<file path="src/rtl/sr_cmd_pkg.sv">
// -----------------------------------------------------------------------------
// sr_cmd_pkg
// Shared types and helpers for the SR flip-flop command generator.
//   state_t   : pulse FSM states (IDLE, PULSE, GAP)
//   cmd_t     : arbitrated command (NONE, SET, CLR)
//   cnt_width : counter width able to hold the largest of three cycle counts
// -----------------------------------------------------------------------------
package sr_cmd_pkg;

    typedef enum logic [1:0] {
        IDLE  = 2'd0,
        PULSE = 2'd1,
        GAP   = 2'd2
    } state_t;

    typedef enum logic [1:0] {
        NONE = 2'd0,
        SET  = 2'd1,
        CLR  = 2'd2
    } cmd_t;

    // Width of a counter that must represent values up to max(a, b, c).
    function automatic int cnt_width(input int a, input int b, input int c);
        int m;
        m = a;
        if (b > m) m = b;
        if (c > m) m = c;
        return $clog2(m + 1);
    endfunction

    // Counter width for the default parameter set (4, 2, 2).
    localparam int DEFAULT_CNT_W = cnt_width(4, 2, 2);

endpackage

</file>
<file path="src/rtl/sr_debounce.sv">
// -----------------------------------------------------------------------------
// sr_debounce
// Two-flop synchronizer, debounce counter and rising-edge detector for one
// raw asynchronous request line.
//   clk    in  clock
//   rst_n  in  asynchronous active-low reset
//   raw_i  in  raw asynchronous request (active high)
//   req_o  out one-cycle registered pulse per debounced rising edge
// -----------------------------------------------------------------------------
module sr_debounce
    import sr_cmd_pkg::*;
#(
    parameter int DEBOUNCE_CYCLES = 4
) (
    input  logic clk,
    input  logic rst_n,
    input  logic raw_i,
    output logic req_o
);

    localparam int                DB_W    = cnt_width(DEBOUNCE_CYCLES, 1, 0);
    localparam logic [DB_W-1:0]   DB_LAST = DB_W'(DEBOUNCE_CYCLES - 1);

    logic            sync1_q;
    logic            sync2_q;
    logic [DB_W-1:0] cnt_q;
    logic [DB_W-1:0] cnt_d;
    logic            level_q;
    logic            level_d;
    logic            level_prev_q;
    logic            req_q;

    // The level flips only after DEBOUNCE_CYCLES consecutive differing
    // samples; any matching sample restarts the count.
    always_comb begin
        // NOTE: every combinational output gets a default first so no path
        // leaves it unassigned, which would infer a latch.
        cnt_d   = '0;
        level_d = level_q;
        if (sync2_q != level_q) begin
            if (cnt_q == DB_LAST) begin
                level_d = sync2_q;
            end else begin
                cnt_d = cnt_q + 1'b1;
            end
        end
    end

    // NOTE: state registers use non-blocking assignments so every flop
    // samples the pre-edge values of the others (the synchronizer chain
    // depends on this).
    always_ff @(posedge clk or negedge rst_n) begin
        if (!rst_n) begin
            sync1_q      <= 1'b0;
            sync2_q      <= 1'b0;
            cnt_q        <= '0;
            level_q      <= 1'b0;
            level_prev_q <= 1'b0;
            req_q        <= 1'b0;
        end else begin
            sync1_q      <= raw_i;
            sync2_q      <= sync1_q;
            cnt_q        <= cnt_d;
            level_q      <= level_d;
            level_prev_q <= level_q;
            req_q        <= level_q & ~level_prev_q;
        end
    end

    assign req_o = req_q;

endmodule

</file>
<file path="src/rtl/sr_cmd_gen.sv">
// -----------------------------------------------------------------------------
// sr_cmd_gen
// Turns debounced set/clear requests into fixed-length S or R pulses for a
// downstream SR flip-flop, with a minimum gap between pulses and a one-entry
// pending command. S and R can never be high together.
//   clk       in  clock
//   reset_n   in  asynchronous active-low reset
//   set_in    in  raw asynchronous set request
//   clr_in    in  raw asynchronous clear request
//   S         out registered set pulse (PULSE_LEN cycles)
//   R         out registered reset pulse (PULSE_LEN cycles)
//   busy      out registered, high during PULSE and GAP
//   conflict  out one-cycle flag: simultaneous set/clear requests discarded
//   dropped   out one-cycle flag: pending command overwritten
// -----------------------------------------------------------------------------
module sr_cmd_gen
    import sr_cmd_pkg::*;
#(
    parameter int DEBOUNCE_CYCLES = 4,
    parameter int PULSE_LEN       = 2,
    parameter int GAP_LEN         = 2
) (
    input  logic clk,
    input  logic reset_n,
    input  logic set_in,
    input  logic clr_in,
    output logic S,
    output logic R,
    output logic busy,
    output logic conflict,
    output logic dropped
);

    localparam int                CNT_W      = cnt_width(DEBOUNCE_CYCLES, PULSE_LEN, GAP_LEN);
    localparam logic [CNT_W-1:0]  PULSE_LAST = CNT_W'(PULSE_LEN - 1);
    localparam logic [CNT_W-1:0]  GAP_LAST   = CNT_W'((GAP_LEN > 0) ? GAP_LEN - 1 : 0);

    logic set_req;
    logic clr_req;

    sr_debounce #(.DEBOUNCE_CYCLES(DEBOUNCE_CYCLES)) u_set_db (
        .clk   (clk),
        .rst_n (reset_n),
        .raw_i (set_in),
        .req_o (set_req)
    );

    sr_debounce #(.DEBOUNCE_CYCLES(DEBOUNCE_CYCLES)) u_clr_db (
        .clk   (clk),
        .rst_n (reset_n),
        .raw_i (clr_in),
        .req_o (clr_req)
    );

    state_t           state_q, state_d;
    logic [CNT_W-1:0] cnt_q, cnt_d;
    cmd_t             cur_q, cur_d;
    cmd_t             pend_q, pend_d;
    cmd_t             cmd;
    logic             take_pend;
    logic             s_q, r_q, busy_q, conflict_q, dropped_q;
    logic             dropped_d;

    // Simultaneous requests cancel each other.
    always_comb begin
        cmd = NONE;
        if (set_req && !clr_req) cmd = SET;
        else if (clr_req && !set_req) cmd = CLR;
    end

    always_comb begin
        state_d   = state_q;
        cnt_d     = cnt_q;
        cur_d     = cur_q;
        pend_d    = pend_q;
        take_pend = 1'b0;
        dropped_d = 1'b0;

        case (state_q)
            IDLE: begin
                if (cmd != NONE) begin
                    state_d = PULSE;
                    cnt_d   = PULSE_LAST;
                    cur_d   = cmd;
                end
            end
            PULSE: begin
                if (cnt_q != '0) begin
                    cnt_d = cnt_q - 1'b1;
                end else if (GAP_LEN > 0) begin
                    state_d = GAP;
                    cnt_d   = GAP_LAST;
                end else if (pend_q != NONE) begin
                    state_d   = PULSE;
                    cnt_d     = PULSE_LAST;
                    cur_d     = pend_q;
                    take_pend = 1'b1;
                end else begin
                    state_d = IDLE;
                end
            end
            GAP: begin
                if (cnt_q != '0) begin
                    cnt_d = cnt_q - 1'b1;
                end else if (pend_q != NONE) begin
                    state_d   = PULSE;
                    cnt_d     = PULSE_LAST;
                    cur_d     = pend_q;
                    take_pend = 1'b1;
                end else begin
                    state_d = IDLE;
                end
            end
            default: begin
                state_d = IDLE;
            end
        endcase

        // A command arriving while busy is queued; one arriving on the same
        // cycle the queue drains becomes the new entry without a drop.
        if (take_pend) pend_d = NONE;
        if ((state_q != IDLE) && (cmd != NONE)) begin
            pend_d    = cmd;
            dropped_d = (pend_q != NONE) && !take_pend;
        end
    end

    // Outputs are decoded from next state so they are registered yet line up
    // with the state they describe. cur_d is a single command, so S and R are
    // mutually exclusive by construction.
    always_ff @(posedge clk or negedge reset_n) begin
        if (!reset_n) begin
            state_q    <= IDLE;
            cnt_q      <= '0;
            cur_q      <= NONE;
            pend_q     <= NONE;
            s_q        <= 1'b0;
            r_q        <= 1'b0;
            busy_q     <= 1'b0;
            conflict_q <= 1'b0;
            dropped_q  <= 1'b0;
        end else begin
            state_q    <= state_d;
            cnt_q      <= cnt_d;
            cur_q      <= cur_d;
            pend_q     <= pend_d;
            s_q        <= (state_d == PULSE) && (cur_d == SET);
            r_q        <= (state_d == PULSE) && (cur_d == CLR);
            busy_q     <= (state_d != IDLE);
            conflict_q <= set_req & clr_req;
            dropped_q  <= dropped_d;
        end
    end

    assign S        = s_q;
    assign R        = r_q;
    assign busy     = busy_q;
    assign conflict = conflict_q;
    assign dropped  = dropped_q;

endmodule
</file>
<file path="config.mk">
export PLATFORM = sky130hd
export DESIGN_NAME = sr_cmd_gen
export DESIGN_NICKNAME = d
export VERILOG_FILES = /design/src/rtl/sr_cmd_pkg.sv /design/src/rtl/sr_debounce.sv /design/src/rtl/sr_cmd_gen.sv
export SDC_FILE = /design/constraint.sdc
export NUM_CORES = 1
export LEC_CHECK = 0
export CORE_MARGIN = 2
export CORE_UTILIZATION = 45
export DETAILED_ROUTE_END_ITERATION = 8
export HOLD_SLACK_MARGIN = 0.12
export SETUP_SLACK_MARGIN = 0.3
export SYNTH_ARGS = -nofsm -noshare
export SYNTH_HDL_FRONTEND = slang
export SYNTH_HIERARCHICAL = 1
export SYNTH_SLANG_ARGS = --single-unit
</file>
<file path="constraint.sdc">
create_clock -name clk -period 3.55 [get_ports clk]
set_input_delay 0.71 -clock clk [delete_from_list [all_inputs] [get_ports clk]]
set_output_delay 0.71 -clock clk [all_outputs]
set_load 0.02 [all_outputs]
</file>
==> out/results.txt <==
Synthesized area - 1400 sq um
Syn_area_per_cell - 12.4 sq um
Post-Synthesis Cells - 113
Flop pwr share - 37.8%
Max Slew Vio Count - 0
Clock root cell - clkbuf_4
Critical path peak fanout - 1
Slew HR - 75.5%
Setup violations, final - 0
RSZ-0062 raised after global routing - false
Post-synth EDFFs - 0
Synth cell count leaders - dfrtp_1, ha_1, nand2_1
Clk buf depth - 2
Die area - 3580 sq um
Global-route wire length before repair - 3680 microns
Synth top area share - 53.6%
Num rows - 20
Ys Warns - 6
FF-to-FF End - busy$_DFF_PN0_
Power Density - 869 nW/um^2
Worst Slack Setup Final - 1.59 ns
Async S/R FF share, synth - 100%
Vias in the first global route - 812
Router iterations before antenna repair - 4
Buf/Inv on CP - 1
#FFs+latches synth - 30
CP max stage delay - 0.59 ns
Worst R2R Path Depth - 6
CTS tree - built
Crit path max-delay cell type - clkdlybuf4s50_1
Crit-path leading delay family - buffers and inverters
Startpoint types - flip-flop
Starting Density - 46.7%
Setup TNS after final layout - 0 ns
Post-Place Cell Area - 1500 sq um
Mux contribution to synthesized area - 4.02%
Req. time, crit path - 2.84 ns
Met1 WL - 997 microns
Net Sw Power - 0.466 mW
P&R area growth vs syn - 14.8%
Fin area - 1610 sq um
Skew final - 0.00587 ns
WL met3 - 64 microns
Hold_sp - u_clr_db/sync1_q$_DFF_PN0_
Largest net degree at the start of global routing - 31
Leading area contributor after synthesis - dfrtp_1
Number of I/O pins - 9
Worst hold path class - flip-flop to flip-flop
CTS buffer count - 5
Routed vias/inst - 5.18
Crit path capture type - output pin
Lkg Pwr - 0.721 nW
Final Routed Wirelength - 2100 microns
Hold-fix buffers, CTS - 0
Post-synthesis sequential area ratio - 53.6%
Top_reg_cell synth - dfrtp_1
XOR/XNOR share of the synthesized area - 1.25%
Post-CTS Setup Bufs - 0
Final Critical Period - 1.96 ns
Die X - 59.8 microns
Slew of the pin with the lowest slew margin - 0.367 ns
DR WL/cell - 13.2 microns
Final net count - 139
Clk slew on worst S/H paths - 0.09 ns
Core ar. - 3000 sq um
Die Y - 59.8 microns
Pre-CTS WS - 1.64 ns
Arrival time at the worst endpoint - 1.25 ns
Met2 WL - 984 microns
IO buf count - 8
Fraction of layout cells with a size suffix above 1 - 17.5%
Antenna violations before repair - 0
Area contributors post-synth - dfrtp_1, ha_1, nor3b_2
WS Path Type - flip-flop to output pin
Antenna fix cells - 0
DRC Markers - 0
Clock power frac - 25.3%
R2r setup slk - 1.62 ns
Syn_nets - 127
Fmax achieved - 509 MHz
Gr ovfl total - 0
Synth Area in Compound Gates - 9.82%
Placer Congestion - 0.719
Synth Area in Adders - 8.93%
Via count - 823
Final hold vios - 0
CP cell instances - clkdlybuf4s50_1
Sw frac - 33.3%
Fin crit share - 55.3%
Aggregate global-route resource usage - 14.5%
Initial DRC Count - 28
Worst r2r src - state_q[0]$_DFF_PN0_
Run status - finished clean
Htree depth - 2
WHS Path Cells - 0
Cell Int Power - 0.932 mW
Worst Hold End - u_clr_db/sync2_q$_DFF_PN0_
Most common cell in the netlist - dfrtp_1
Post-detail-place hpwl - 1550 microns
Clock latency of the later-clocked register in the worst-skew pair - 0.32 ns
Yosys cell types - 36
Max_cap viols - 0
Comb power frac - 36.9%
Peak supply drop - 0.579 mV
Main combinational cell family by area after synthesis - simple AND/OR/NAND/NOR gates
Post-CTS sizing - 0
Simple-gate share of the synthesized area - 18.8%
Top Metal Used - met4
Clock Sinks - 30
Final ANT Viol Nets - 0
final cells by class:
class,count,area [sq um]
Clock buffer,6,51.3
Multi-Input combinational cell,74,599
Fill cell,274,1390
Timing Repair Buffer,9,87.6
Sequential cell,30,751
Tap cell,33,41.3
Inverter,5,18.8
Clock inverter,2,60.1
routing by layer:
metal / GRT usage (%) / up-vias
li1: - / 416
met1: 19.0 / 390
met2: 21.1 / 12
met3: 4.55 / 5
met4: 8.57 / 0
met5: 0 / -
sequential cells by signal, indices dropped and copies added (netlist names), 2 cells and up:
name / cells
u_clr_db/cnt_q: 3
cnt_q: 3
state_q: 2
cur_q: 2
pend_q: 2
u_set_db/cnt_q: 3
placed cells by master (no fill, tap or decap), types with 2 or more instances in the layout:
cell type,count
nor2b_1,2
nor2b_4,2
mux2_2,3
a21oi_1,3
o21ai_0,6
nor2_1,4
clkbuf_4,5
nand2_1,8
dfrtp_1,30
clkdlybuf4s50_1,8
nand3_1,4
nor3_1,2
ha_1,10
bufinv_16,2
nor3b_1,4
inv_1,5
nor3b_2,3
or2_1,2
xnor2_1,2
mux2_1,2
stage by stage:
stage / power, mW / cells / hold WS, ns / util, %
floorplan: 0.930 / 113 / 0.331 / -
global placement: 1.04 / 151 / 0.333 / 49.9
detailed placement: 1.06 / 151 / 0.340 / 49.9
CTS: 1.42 / 159 / 0.363 / 53.6
global route: 1.51 / 159 / 0.368 / 53.6
finish: 1.40 / 159 / 0.358 / 53.6
how the worst max path moves through the flow:
stage                                      end  slack [ns]  depth (start not counted)                     start
after detailed placement  cnt_q[0]$_DFFE_PN0P_        1.64                          6      state_q[0]$_DFF_PN0_
final                                        R        1.59                          1               R$_DFF_PN0_
after global routing               R$_DFF_PN0_        1.44                          6      state_q[0]$_DFF_PN0_
after CTS                                 busy        1.56                          1            busy$_DFF_PN0_
after global placement    cnt_q[0]$_DFFE_PN0P_        1.66                          6  u_set_db/req_o$_DFF_PN0_
after floorplan           cnt_q[0]$_DFFE_PN0P_        1.77                          7      state_q[0]$_DFF_PN0_
cells by family after synthesis:
family | after synthesis
xor gates and xnor gates | 2
and+or+nand+nor | 37
adders and majority gates | 10
DFF | 30
muxes | 5
AOI/OAI and AO/OA | 20
buffers and inverters | 9
power by group through the flow:
| stage | Sequential, mW | Combinational (mW) | Clock, mW |
|---|---|---|---|
| after global placement | 0.528 | 0.511 | 0 |
| final | 0.529 | 0.516 | 0.353 |
| after detailed placement | 0.538 | 0.519 | 0 |
| after floorplan | 0.532 | 0.399 | 0 |
| after CTS | 0.530 | 0.521 | 0.364 |
| after global routing | 0.544 | 0.583 | 0.378 |
Power figures use the tool's default switching activity.
